File: config.mk
export PLATFORM = sky130hd
export DESIGN_NAME = alu_seq
export DESIGN_NICKNAME = d
export VERILOG_FILES = /design/src/rtl/alu_seq.sv
export SDC_FILE = /design/constraint.sdc
export NUM_CORES = 1
export LEC_CHECK = 0
export BUFFER_PORTS_ARGS = -buffer_cell sky130_fd_sc_hd__buf_4
export CAP_MARGIN = 30
export CORE_MARGIN = 2
export CORE_UTILIZATION = 44
export DETAILED_ROUTE_END_ITERATION = 10
export PLACE_DENSITY = 0.74
export SLEW_MARGIN = 10
export SYNTH_ARGS = -nofsm -noshare
export SYNTH_HDL_FRONTEND = slang
export SYNTH_SLANG_ARGS = --single-unit
File: constraint.sdc
create_clock -name clk -period 1.5 [get_ports clk]
set_input_delay 0.225 -clock clk [delete_from_list [all_inputs] [get_ports clk]]
set_output_delay 0.225 -clock clk [all_outputs]
set_load 0.02 [all_outputs]
File: src/rtl/alu_seq.sv
// Sequencing front end for an 8-bit combinational ALU.
// Decodes opcodes to ALU selects and runs an 8-step shift-add multiply.
module alu_seq (
  input  logic       clk,
  input  logic       rst_n,
  input  logic       req_valid,
  output logic       req_ready,
  input  logic [2:0] req_op,
  input  logic [7:0] req_a,
  input  logic [7:0] req_b,
  output logic [7:0] alu_a,
  output logic [7:0] alu_b,
  output logic       alu_s0,
  output logic       alu_s1,
  output logic       alu_s2,
  output logic       alu_s3,
  output logic       alu_s4,
  input  logic [7:0] alu_z,
  input  logic       alu_carry,
  output logic       rsp_valid,
  input  logic       rsp_ready,
  output logic [7:0] rsp_lo,
  output logic [7:0] rsp_hi,
  output logic       rsp_carry,
  output logic       rsp_zero,
  output logic       rsp_err
);

  typedef enum logic [1:0] {
    S_IDLE,
    S_EXEC,
    S_MUL,
    S_DONE
  } state_e;

  localparam logic [2:0] OP_ADD = 3'b000;
  localparam logic [2:0] OP_SUB = 3'b001;
  localparam logic [2:0] OP_AND = 3'b010;
  localparam logic [2:0] OP_PSA = 3'b011;
  localparam logic [2:0] OP_PSB = 3'b100;
  localparam logic [2:0] OP_INC = 3'b101;
  localparam logic [2:0] OP_MUL = 3'b110;
  localparam logic [2:0] OP_ILL = 3'b111;

  state_e     state_q, state_d;
  logic [2:0] op_q, op_d;
  logic [7:0] a_q, a_d;
  logic [7:0] b_q, b_d;
  logic [7:0] acc_q, acc_d;
  logic [7:0] mq_q, mq_d;
  logic [2:0] cnt_q, cnt_d;
  logic [7:0] lo_q, lo_d;
  logic [7:0] hi_q, hi_d;
  logic       cy_q, cy_d;
  logic       err_q, err_d;
  logic [4:0] sel;

  always_ff @(posedge clk or negedge rst_n) begin
    if (!rst_n) begin
      state_q <= S_IDLE;
      op_q    <= 3'd0;
      a_q     <= 8'd0;
      b_q     <= 8'd0;
      acc_q   <= 8'd0;
      mq_q    <= 8'd0;
      cnt_q   <= 3'd0;
      lo_q    <= 8'd0;
      hi_q    <= 8'd0;
      cy_q    <= 1'b0;
      err_q   <= 1'b0;
    end else begin
      state_q <= state_d;
      op_q    <= op_d;
      a_q     <= a_d;
      b_q     <= b_d;
      acc_q   <= acc_d;
      mq_q    <= mq_d;
      cnt_q   <= cnt_d;
      lo_q    <= lo_d;
      hi_q    <= hi_d;
      cy_q    <= cy_d;
      err_q   <= err_d;
    end
  end

  always_comb begin
    state_d = state_q;
    unique case (state_q)
      S_IDLE: begin
        if (req_valid) begin
          state_d = (req_op == OP_MUL) ? S_MUL : S_EXEC;
        end
      end
      S_EXEC: state_d = S_DONE;
      S_MUL: begin
        if (cnt_q == 3'd7) begin
          state_d = S_DONE;
        end
      end
      S_DONE: begin
        if (rsp_ready) begin
          state_d = S_IDLE;
        end
      end
      default: state_d = S_IDLE;
    endcase
  end

  always_comb begin
    op_d  = op_q;
    a_d   = a_q;
    b_d   = b_q;
    acc_d = acc_q;
    mq_d  = mq_q;
    cnt_d = cnt_q;
    lo_d  = lo_q;
    hi_d  = hi_q;
    cy_d  = cy_q;
    err_d = err_q;
    if (state_q == S_IDLE && req_valid) begin
      op_d  = req_op;
      a_d   = req_a;
      b_d   = req_b;
      acc_d = 8'd0;
      mq_d  = req_b;
      cnt_d = 3'd0;
    end
    if (state_q == S_EXEC) begin
      err_d = (op_q == OP_ILL);
      hi_d  = 8'd0;
      lo_d  = err_d ? 8'd0 : alu_z;
      cy_d  = err_d ? 1'b0 : alu_carry;
    end
    // One shift-add step: 9-bit sum shifts right across acc:mq
    if (state_q == S_MUL) begin
      acc_d = {alu_carry, alu_z[7:1]};
      mq_d  = {alu_z[0], mq_q[7:1]};
      cnt_d = cnt_q + 3'd1;
      if (cnt_q == 3'd7) begin
        hi_d  = acc_d;
        lo_d  = mq_d;
        cy_d  = |acc_d;
        err_d = 1'b0;
      end
    end
  end

  always_comb begin
    alu_a = 8'd0;
    alu_b = 8'd0;
    sel   = 5'b00000;
    if (state_q == S_EXEC) begin
      alu_a = a_q;
      alu_b = b_q;
      unique case (1'b1)
        (op_q == OP_ADD): sel = 5'b00000;
        (op_q == OP_SUB): sel = 5'b01100;
        (op_q == OP_AND): sel = 5'b00001;
        (op_q == OP_PSA): sel = 5'b00010;
        (op_q == OP_PSB): sel = 5'b00011;
        (op_q == OP_INC): sel = 5'b10100;
        default:          sel = 5'b00000;
      endcase
    end else if (state_q == S_MUL) begin
      alu_a = acc_q;
      alu_b = a_q;
      sel   = {~mq_q[0], 4'b0000};
    end
  end

  assign alu_s0    = sel[0];
  assign alu_s1    = sel[1];
  assign alu_s2    = sel[2];
  assign alu_s3    = sel[3];
  assign alu_s4    = sel[4];
  assign req_ready = (state_q == S_IDLE);
  assign rsp_valid = (state_q == S_DONE);
  assign rsp_lo    = lo_q;
  assign rsp_hi    = hi_q;
  assign rsp_carry = cy_q;
  assign rsp_zero  = ({hi_q, lo_q} == 16'd0);
  assign rsp_err   = err_q;

endmodule

==> results.md, run 1 <==
| Stage | Quantity | Reported |
|---|---|---|
| run status | Run status | finished with violations |
| run status | Failing checks | negative setup slack |
| global route | Number of antenna violations at the first check in global routing | 0 |
| floorplan | Initial core utilization | 45.0% |
| critical path | Crit path arrival time | 1.75 ns |
| detailed routing | Routed vias/inst | 5.86 |
| layout | Post-Route Utilization | 76.1% |
| place | Dpl ws | -0.418 ns |
| clocking | Clock tree from TritonCTS | yes |
| synth | Count of unique library cells instantiated by Yosys | 31 |
| job | Max_cap viols | 0 |
| critical path | Register-to-register path setup slack | -0.43 ns |
| clocking | Max H-tree Level | 3 |
| floorplan | Core Region | 6240 um2 |
| synth | Instance count of the mapped netlist | 256 |
| place | DP HPWL | 5.11 mm |
| worst hold path | Worst Hold Depth | 2 |
| place | Gpl congestion | 0.763 |
| global route | First-pass GRT wire length | 14.8 mm |
| clocking | Clock input transition at the sequential cells of the worst setup and hold paths | 0.07 ns |
| layout | Number of fill cells | 393 |
| critical path | Sort of element at the end of the critical path | output port |
| detailed routing | Vias post-DR | 2661 |
| synth | Share of the yosys chip area belonging to registers | 51.7% |
| floorplan | Total Die Area | 7030 um2 |
| sta | Fin Clk Skew | 0.00437 ns |
| sta | Final setup margin | -0.473 ns |
| detailed routing | Total wire length | 9.76 mm |
| critical path | Capturing point of the worst reg2reg path | state_q[1]$_DFFE_PN0P_ |
| sta | Slew @ Worst Pin | 0.470 ns |
| floorplan | # rows | 29 |
| critical path | Biggest cell delay along the critical path | 0.42 ns |
| clocking | Master cell of the clock root buffer | sky130_fd_sc_hd__clkbuf_8 |
| detailed routing | Post-detailed-route wirelength per cell | 21.5 um |
| critical path | Startpoint type of the worst setup path | register |
| power and ir drop | P per Cell Area | 2190 nW/um2 |
| floorplan | IO Pins | 74 |
| critical path | CP Class | register to output port |
| sta | Min Tclk post-route | 1.97 ns |
| detailed routing | Router iterations before antenna repair | 5 |
| global route | Gr ovfl total | 0 |
| synth | Number of register bits inferred by synthesis | 58 |
| worst hold path | WHS Endpoint | a_q[5]$_DFFE_PN0P_ |
| worst hold path | Kind of path behind the tightest hold check | input port to register |
| critical path | Startpoint of the worst-slack reg-to-reg timing path | state_q[1]$_DFFE_PN0P_ |
| layout | Final instance area | 4750 um2 |
| clocking | Number of buffers created by CTS | 9 |
| global route | Total global routing track utilization | 27.1% |
| worst hold path | Hold Path Origin | req_a[5] |
| floorplan | Horizontal die dimension | 83.9 um |
| power and ir drop | Total leakage power | 0.00228 uW |
| synth | Post-synth design cell area | 2810 um2 |
| layout | Fraction of final layout cells with drive strength greater than 1 | 57.6% |
| clocking | Max Buffers Root-to-Sink | 2 |
| sta | Pins over their slew limit | 0 |
| global route | Via count of the first global-routing pass | 2733 |
| sta | Setup repair after global routing missed its margin | yes |
| place | Area of placed instances | 3720 um2 |
| floorplan | Die Y | 83.9 um |
| sta | Final number of setup-violating endpoints | 82 |
| layout | Synthesis-to-layout area growth | 69.1% |
| sta | Slew Limit Headroom | 68.7% |
| synth | Mean instance size in the synthesized netlist | 11.0 um2 |
| sta | Share of the clock period used by the worst path after layout | 132% |
| layout | Number of diodes | 0 |
| sta | Highest Clock Rate | 0.507 GHz |
| clocking | Clock sink total | 58 |
| sta | Final hold violations | 0 |
| critical path | R2R depth | 6 |
| synth | Total of warnings raised by yosys | 0 |
| critical path | Crit-path slowest cell | sky130_fd_sc_hd__dfrtp_1 |
| layout | Post-layout nets | 411 |
| clocking | Source-to-sink clock delay at the later pin of the worst-skew pair | 0.34 ns |
| detailed routing | Post-route DRC violation count | 0 |
| global route | Maximum number of pins on one net before global-route repair | 27 |
| critical path | Crit Path Max Fanout | 3 |
| detailed routing | DR iter-0 viols | 158 |
| place | Quantity of I/O buffers inserted on ports | 73 |
| critical path | Required time reported for the critical path endpoint | 1.27 ns |
| power and ir drop | VDD IR max | 1590 uV |
| detailed routing | Post-route antenna net violation count | 0 |
| critical path | Series of cell instances along the critical path | inv_2 > ha_4 > buf_12 > and3b_2 > a22o_4 > buf_6 |
| synth | Post-Syn Nets | 295 |
==> registers in the layout, summed over array words and instances (netlist names) <==
register,cells
rsp_carry,1
rsp_err,1
state_q,2
cnt_q,3
rsp_hi,8
op_q,3
a_q,8
b_q,8
mq_q,8
rsp_lo,8
acc_q,8
==> logic make-up after synthesis <==
family | synth area share (%)
compound gates | 14.5
buf+inv | 4.86
fa+ha+maj | 3.12
simple gates | 13.9
flops | 51.7
mux | 11.6
xor+xnor | 0.312
==> placed cells by master (no fill, tap or decap), types with 2 or more instances in the layout <==
cell and count:
sky130_fd_sc_hd__buf_4 73, sky130_fd_sc_hd__dfrtp_1 57, sky130_fd_sc_hd__nand2_1 29, sky130_fd_sc_hd__buf_6 26, sky130_fd_sc_hd__o21ai_0 18, sky130_fd_sc_hd__a22o_4 17, sky130_fd_sc_hd__mux2_2 17, sky130_fd_sc_hd__mux2i_1 10
sky130_fd_sc_hd__clkbuf_8 10, sky130_fd_sc_hd__buf_12 9, sky130_fd_sc_hd__a221o_1 8, sky130_fd_sc_hd__nand2b_1 8, sky130_fd_sc_hd__buf_16 8, sky130_fd_sc_hd__nor3b_2 7, sky130_fd_sc_hd__o21ai_2 5, sky130_fd_sc_hd__nand2_2 5
sky130_fd_sc_hd__o21ai_1 5, sky130_fd_sc_hd__inv_1 5, sky130_fd_sc_hd__buf_8 5, sky130_fd_sc_hd__nand2_4 4, sky130_fd_sc_hd__nor4_1 4, sky130_fd_sc_hd__ha_4 3, sky130_fd_sc_hd__clkinv_2 3, sky130_fd_sc_hd__clkbuf_16 3
sky130_fd_sc_hd__inv_2 2, sky130_fd_sc_hd__and3b_2 2, sky130_fd_sc_hd__nor3b_1 2, sky130_fd_sc_hd__nor2b_4 2, sky130_fd_sc_hd__nor4_2 2, sky130_fd_sc_hd__mux2_4 2, sky130_fd_sc_hd__ha_2 2, sky130_fd_sc_hd__ha_1 2
sky130_fd_sc_hd__clkinvlp_4 2
==> where the power goes <==
group	switching, uW	total (uW)	internal, uW
registers	666	2890	2220
clock network	664	1300	635
logic	2730	6230	3500
total	4060	10400	6360
==> critical path, delay by kind of cell (launching register included) <==
| family | cells | cell delay, ns |
|---|---|---|
| flops | 1 | 0.42 |
| buf+inv | 3 | 0.35 |
| simple gates | 1 | 0.22 |
| compound gates | 1 | 0.22 |
| fa+ha+maj | 1 | 0.20 |
==> metrics by stage <==
| step | power (uW) | std cells | setup TNS [ns] | hold WS (ns) |
|---|---|---|---|---|
| CTS | 10100 | 451 | -15.74 | 0.115 |
| finish | 10400 | 454 | -20.99 | 0.116 |
| global route | 10900 | 454 | -25.25 | 0.121 |
| global placement | 6990 | 404 | -15.34 | 0.153 |
| detailed placement | 7160 | 405 | -11.19 | 0.160 |
| floorplan | 5790 | 256 | -2.48 | -0.0706 |
==> final cells by class <==
class | instances | area, um2 | share of cell area (%)
Multi-Input combinational cell | 171 | 1600 | 33.7
Clock inverter | 5 | 30.0 | 0.633
Clock buffer | 11 | 141 | 2.98
Tap cell | 77 | 96.3 | 2.03
Sequential cell | 58 | 1450 | 30.6
Inverter | 7 | 26.3 | 0.554
Timing Repair Buffer | 125 | 1400 | 29.5
==> synth_stat cells (all sizes together) <==
cell type  count  share of area, %
a22o          17               5.3
a311oi         1              0.31
nand4          1              0.22
a222oi         1              0.36
and4           1              0.31
xnor2          1              0.31
dfrtp         58                52
clkbuf         9               1.2
a21oi          1              0.18
and2           1              0.22
nand3          1              0.18
nand2b         9               2.0
a31oi          1              0.22
nor2           1              0.13
buf           11               2.7
o21ai         28               5.0
ha             7               3.1
nor4           6               1.3
inv            7              0.94
o21a           1              0.27
nand2         39               5.2
and3b          2              0.62
nor2b          3              0.67
mux2i         10               3.6
nor3b         10               2.7
a221o          8               2.9
mux2          20               8.0
nand4b         1              0.31
==> worst max-delay path by stage <==
stage | startpoint | to | slack [ns] | cells past startpoint
global route | state_q[1]$_DFFE_PN0P_ | alu_s4 | -0.50 | 6
detailed placement | state_q[1]$_DFFE_PN0P_ | state_q[1]$_DFFE_PN0P_ | -0.42 | 5
finish | state_q[1]$_DFFE_PN0P_ | alu_s4 | -0.47 | 6
floorplan | state_q[0]$_DFFE_PN0P_ | state_q[1]$_DFFE_PN0P_ | -0.13 | 5
CTS | state_q[1]$_DFFE_PN0P_ | alu_a[3] | -0.42 | 6
global placement | state_q[0]$_DFFE_PN0P_ | alu_s4 | -0.54 | 4
==> layer usage <==
layer	track usage (%)	routed length, um
met2	45.9	5140
met1	35.2	3550
met5	0	0
met4	8.65	288
met3	5.24	779
==> repair_timing <==
action                     CTS  global route
hold buffers                 1             0
hold endpoints to repair    23             0
setup endpoints to repair   71            82
gates resized for setup     91            19
pin swaps                   17            13
setup buffers               20             6
cloned                      11             2
Note: power is estimated with default switching activity, not from simulation.
==> run 2, diff against run 1 <==
--- a/config.mk
+++ b/config.mk
@@ -10,7 +10,7 @@
 export CORE_MARGIN = 2
 export CORE_UTILIZATION = 44
 export DETAILED_ROUTE_END_ITERATION = 10
-export PLACE_DENSITY = 0.74
+export PLACE_DENSITY = 0.72
 export SLEW_MARGIN = 10
 export SYNTH_ARGS = -nofsm -noshare
 export SYNTH_HDL_FRONTEND = slang
==> constraint.sdc (replaced) <==
create_clock -name clk -period 2.25 [get_ports clk]
set_input_delay 0.3375 -clock clk [delete_from_list [all_inputs] [get_ports clk]]
set_output_delay 0.3375 -clock clk [all_outputs]
set_load 0.02 [all_outputs]
==> run 2 against run 1 <==
The run now ends clean. Sequential cell count is the same. Global-route usage shrank 7.3 points. Hold slack lost 0.055 ns. Final area shrank 24%. Register-to-register slack gained 0.92 ns. Largest power group unchanged. Highest routed layer unchanged.
==> results.md, run 2 (synthesized netlist as in run 1, its figures left out) <==
| Stage | Quantity | Reported | Delta |
|---|---|---|---|
| sta | Fin Clk Skew | 0.0112 ns | was 0.00437 ns |
| power and ir drop | Total leakage power | 0.00173 uW | was 0.00228 uW |
| layout | Post-layout nets | 365 | was 411 |
| sta | Setup_tns | 0 ns | was -20.99 ns |
| floorplan | Initial core utilization | 45.0% | unchanged |
| global route | First-pass GRT wire length | 11.0 mm | was 14.8 mm |
| power and ir drop | P per Cell Area | 1460 nW/um2 | was 2190 nW/um2 |
| layout | Synthesis-to-layout area growth | 28.8% | was 69.1% |
| layout | Fraction of final layout cells with drive strength greater than 1 | 34.7% | was 57.6% |
| critical path | Crit Path Max Fanout | 17 | was 3 |
| detailed routing | Routed vias/inst | 5.44 | was 5.86 |
| sta | Slew Limit Headroom | 50.9% | was 68.7% |
| critical path | Startpoint type of the worst setup path | register | unchanged |
| place | Quantity of I/O buffers inserted on ports | 73 | unchanged |
| clocking | Max H-tree Level | 3 | unchanged |
| job | Max_cap viols | 0 | unchanged |
| sta | Tightest hold margin | 0.0608 ns | was 0.116 ns |
| critical path | Sort of element at the end of the critical path | output port | unchanged |
| clocking | Max Buffers Root-to-Sink | 2 | unchanged |
| run status | Run status | complete, no violations | was finished with violations |
| detailed routing | Router iterations before antenna repair | 4 | was 5 |
| clocking | Master cell of the clock root buffer | sky130_fd_sc_hd__clkbuf_8 | unchanged |
| global route | Total global routing track utilization | 19.8% | was 27.1% |
| clocking | Clock input transition at the sequential cells of the worst setup and hold paths | 0.07 ns | about the same |
| global route | Number of antenna violations at the first check in global routing | 0 | unchanged |
| layout | Most frequent cells in the layout | sky130_fd_sc_hd__buf_4, sky130_fd_sc_hd__dfrtp_1, sky130_fd_sc_hd__nand2_1 | unchanged |
| floorplan | # rows | 29 | unchanged |
| layout | Number of diodes | 0 | unchanged |
| global route | Maximum number of pins on one net before global-route repair | 59 | was 27 |
| global route | Gr ovfl total | 0 | unchanged |
| detailed routing | Total wire length | 6.79 mm | was 9.76 mm |
| critical path | Required time reported for the critical path endpoint | 1.91 ns | was 1.27 ns |
| floorplan | IO Pins | 74 | unchanged |
| sta | Pins over their slew limit | 0 | unchanged |
| sta | Share of the clock period used by the worst path after layout | 95.8% |  |
| floorplan | Total Die Area | 7030 um2 | unchanged |
| sta | Min Tclk post-route | 2.15 ns |  |
| sta | Final number of setup-violating endpoints | 0 | was 82 |
| sta | Slew @ Worst Pin | 0.736 ns | was 0.470 ns |
| power and ir drop | VDD IR max | 822 uV | was 1590 uV |
| clocking | Clock sink total | 58 | unchanged |
| sta | Highest Clock Rate | 0.464 GHz |  |
| clocking | Number of buffers created by CTS | 9 | unchanged |
| clocking | Source-to-sink clock delay at the later pin of the worst-skew pair | 0.34 ns | about the same |
| critical path | Crit path arrival time | 1.82 ns | was 1.75 ns |
| floorplan | Core Region | 6240 um2 | unchanged |
| floorplan | Die Y | 83.9 um | unchanged |
| detailed routing | Vias post-DR | 2221 | was 2661 |
| layout | Final instance area | 3610 um2 | was 4750 um2 |
| worst hold path | Kind of path behind the tightest hold check | input port to asynchronous set/reset pin | was input port to register |
| critical path | CP Class | register to output port | unchanged |
| global route | Via count of the first global-routing pass | 2192 | was 2733 |
| place | Gpl congestion | 0.780 | was 0.763 |
| critical path | Register-to-register path setup slack | 0.49 ns | was -0.43 ns |
| floorplan | Horizontal die dimension | 83.9 um | unchanged |
| clocking | Setup Fix Bufs, Post-CTS | 0 | was 20 |
| place | Inst Count DP | 392 | was 405 |
| detailed routing | DR iter-0 viols | 164 | was 158 |
| layout | Final standard cell count with taps included and fillers excluded | 408 | was 454 |
| layout | Most frequent standard cell in the layout excluding fill and tap cells | sky130_fd_sc_hd__buf_4 | unchanged |
| clocking | Clock tree from TritonCTS | yes | unchanged |
| detailed routing | Post-detailed-route wirelength per cell | 16.6 um | was 21.5 um |
| detailed routing | Post-route antenna net violation count | 0 | unchanged |
| place | DP HPWL | 4.65 mm | was 5.11 mm |
| sta | Final hold violations | 0 | unchanged |
| place | Area of placed instances | 3400 um2 | was 3720 um2 |
| sta | Setup repair after global routing missed its margin | no | was yes |
| detailed routing | Post-route DRC violation count | 0 | unchanged |
==> run 2: critical path, cell delays in order (launching register included) <==
cell and delay (ns):
sky130_fd_sc_hd__dfrtp_1 0.43, sky130_fd_sc_hd__inv_1 0.14, sky130_fd_sc_hd__ha_1 0.24, sky130_fd_sc_hd__nor2b_1 0.06, sky130_fd_sc_hd__buf_4 0.20, sky130_fd_sc_hd__a22o_1 0.25
sky130_fd_sc_hd__buf_4 0.16
==> run 2: path summary, 6_finish.rpt <==
| check | depth (start not counted) | to | startpoint |
|---|---|---|---|
| min | 1 | rsp_lo[3]$_DFF_PN0_ | rst_n |
| max reg2reg | 5 | rsp_lo[4]$_DFF_PN0_ | state_q[1]$_DFFE_PN0P_ |
| max in group asynchronous | 1 | op_q[0]$_DFFE_PN0P_ | rst_n |
| min in group clk | 2 | a_q[5]$_DFFE_PN0P_ | req_a[5] |
| max | 6 | alu_s4 | state_q[1]$_DFFE_PN0P_ |
| min reg2reg | 1 | cnt_q[0]$_DFFE_PN0P_ | cnt_q[0]$_DFFE_PN0P_ |
==> run 2: repair_timing <==
action                     4_1_cts  5_1_grt
hold buffers                     0        0
setup endpoints to repair        0       17
gates resized for setup          0        2
hold endpoints to repair         0        0
==> run 2: per-stage QoR <==
step	utilization [%]	total power, uW	setup slack, ns
floorplan	-	3430	0.245
global placement	54.5	4220	0.456
detailed placement	54.5	4290	0.400
CTS	57.7	5290	0.0241
global route	57.9	5590	0.0362
finish	57.9	5280	0.0952
==> run 2: power by group <==
group          total [uW]  switching (uW)  leakage (uW)  internal [uW]
sequential           1850             363      0.000725           1480
combinational        2450            1260      0.000912           1190
clock                 989             448     0.0000945            541
==> run 2: layout make-up <==
type,instances,area [um2]
clock buffers,10,138
clock inverters,6,66.3
fillers,568,2630
inverters,7,26.3
multi-input cells,171,1230
flip-flops and latches,58,1450
well taps,77,96.3
repair buffers,79,606
==> run 2: per-layer routing <==
layer / track usage, % / part of all wire, % / wire length (um) / vias to the layer above
li1: - / - / - / 1056
met1: 29.0 / 48 / 3290 / 1083
met2: 28.5 / 44 / 3020 / 73
met3: 4.06 / 5.2 / 350 / 9
met4: 8.50 / 2.0 / 135 / 0
met5: 0 / 0 / 0 / -
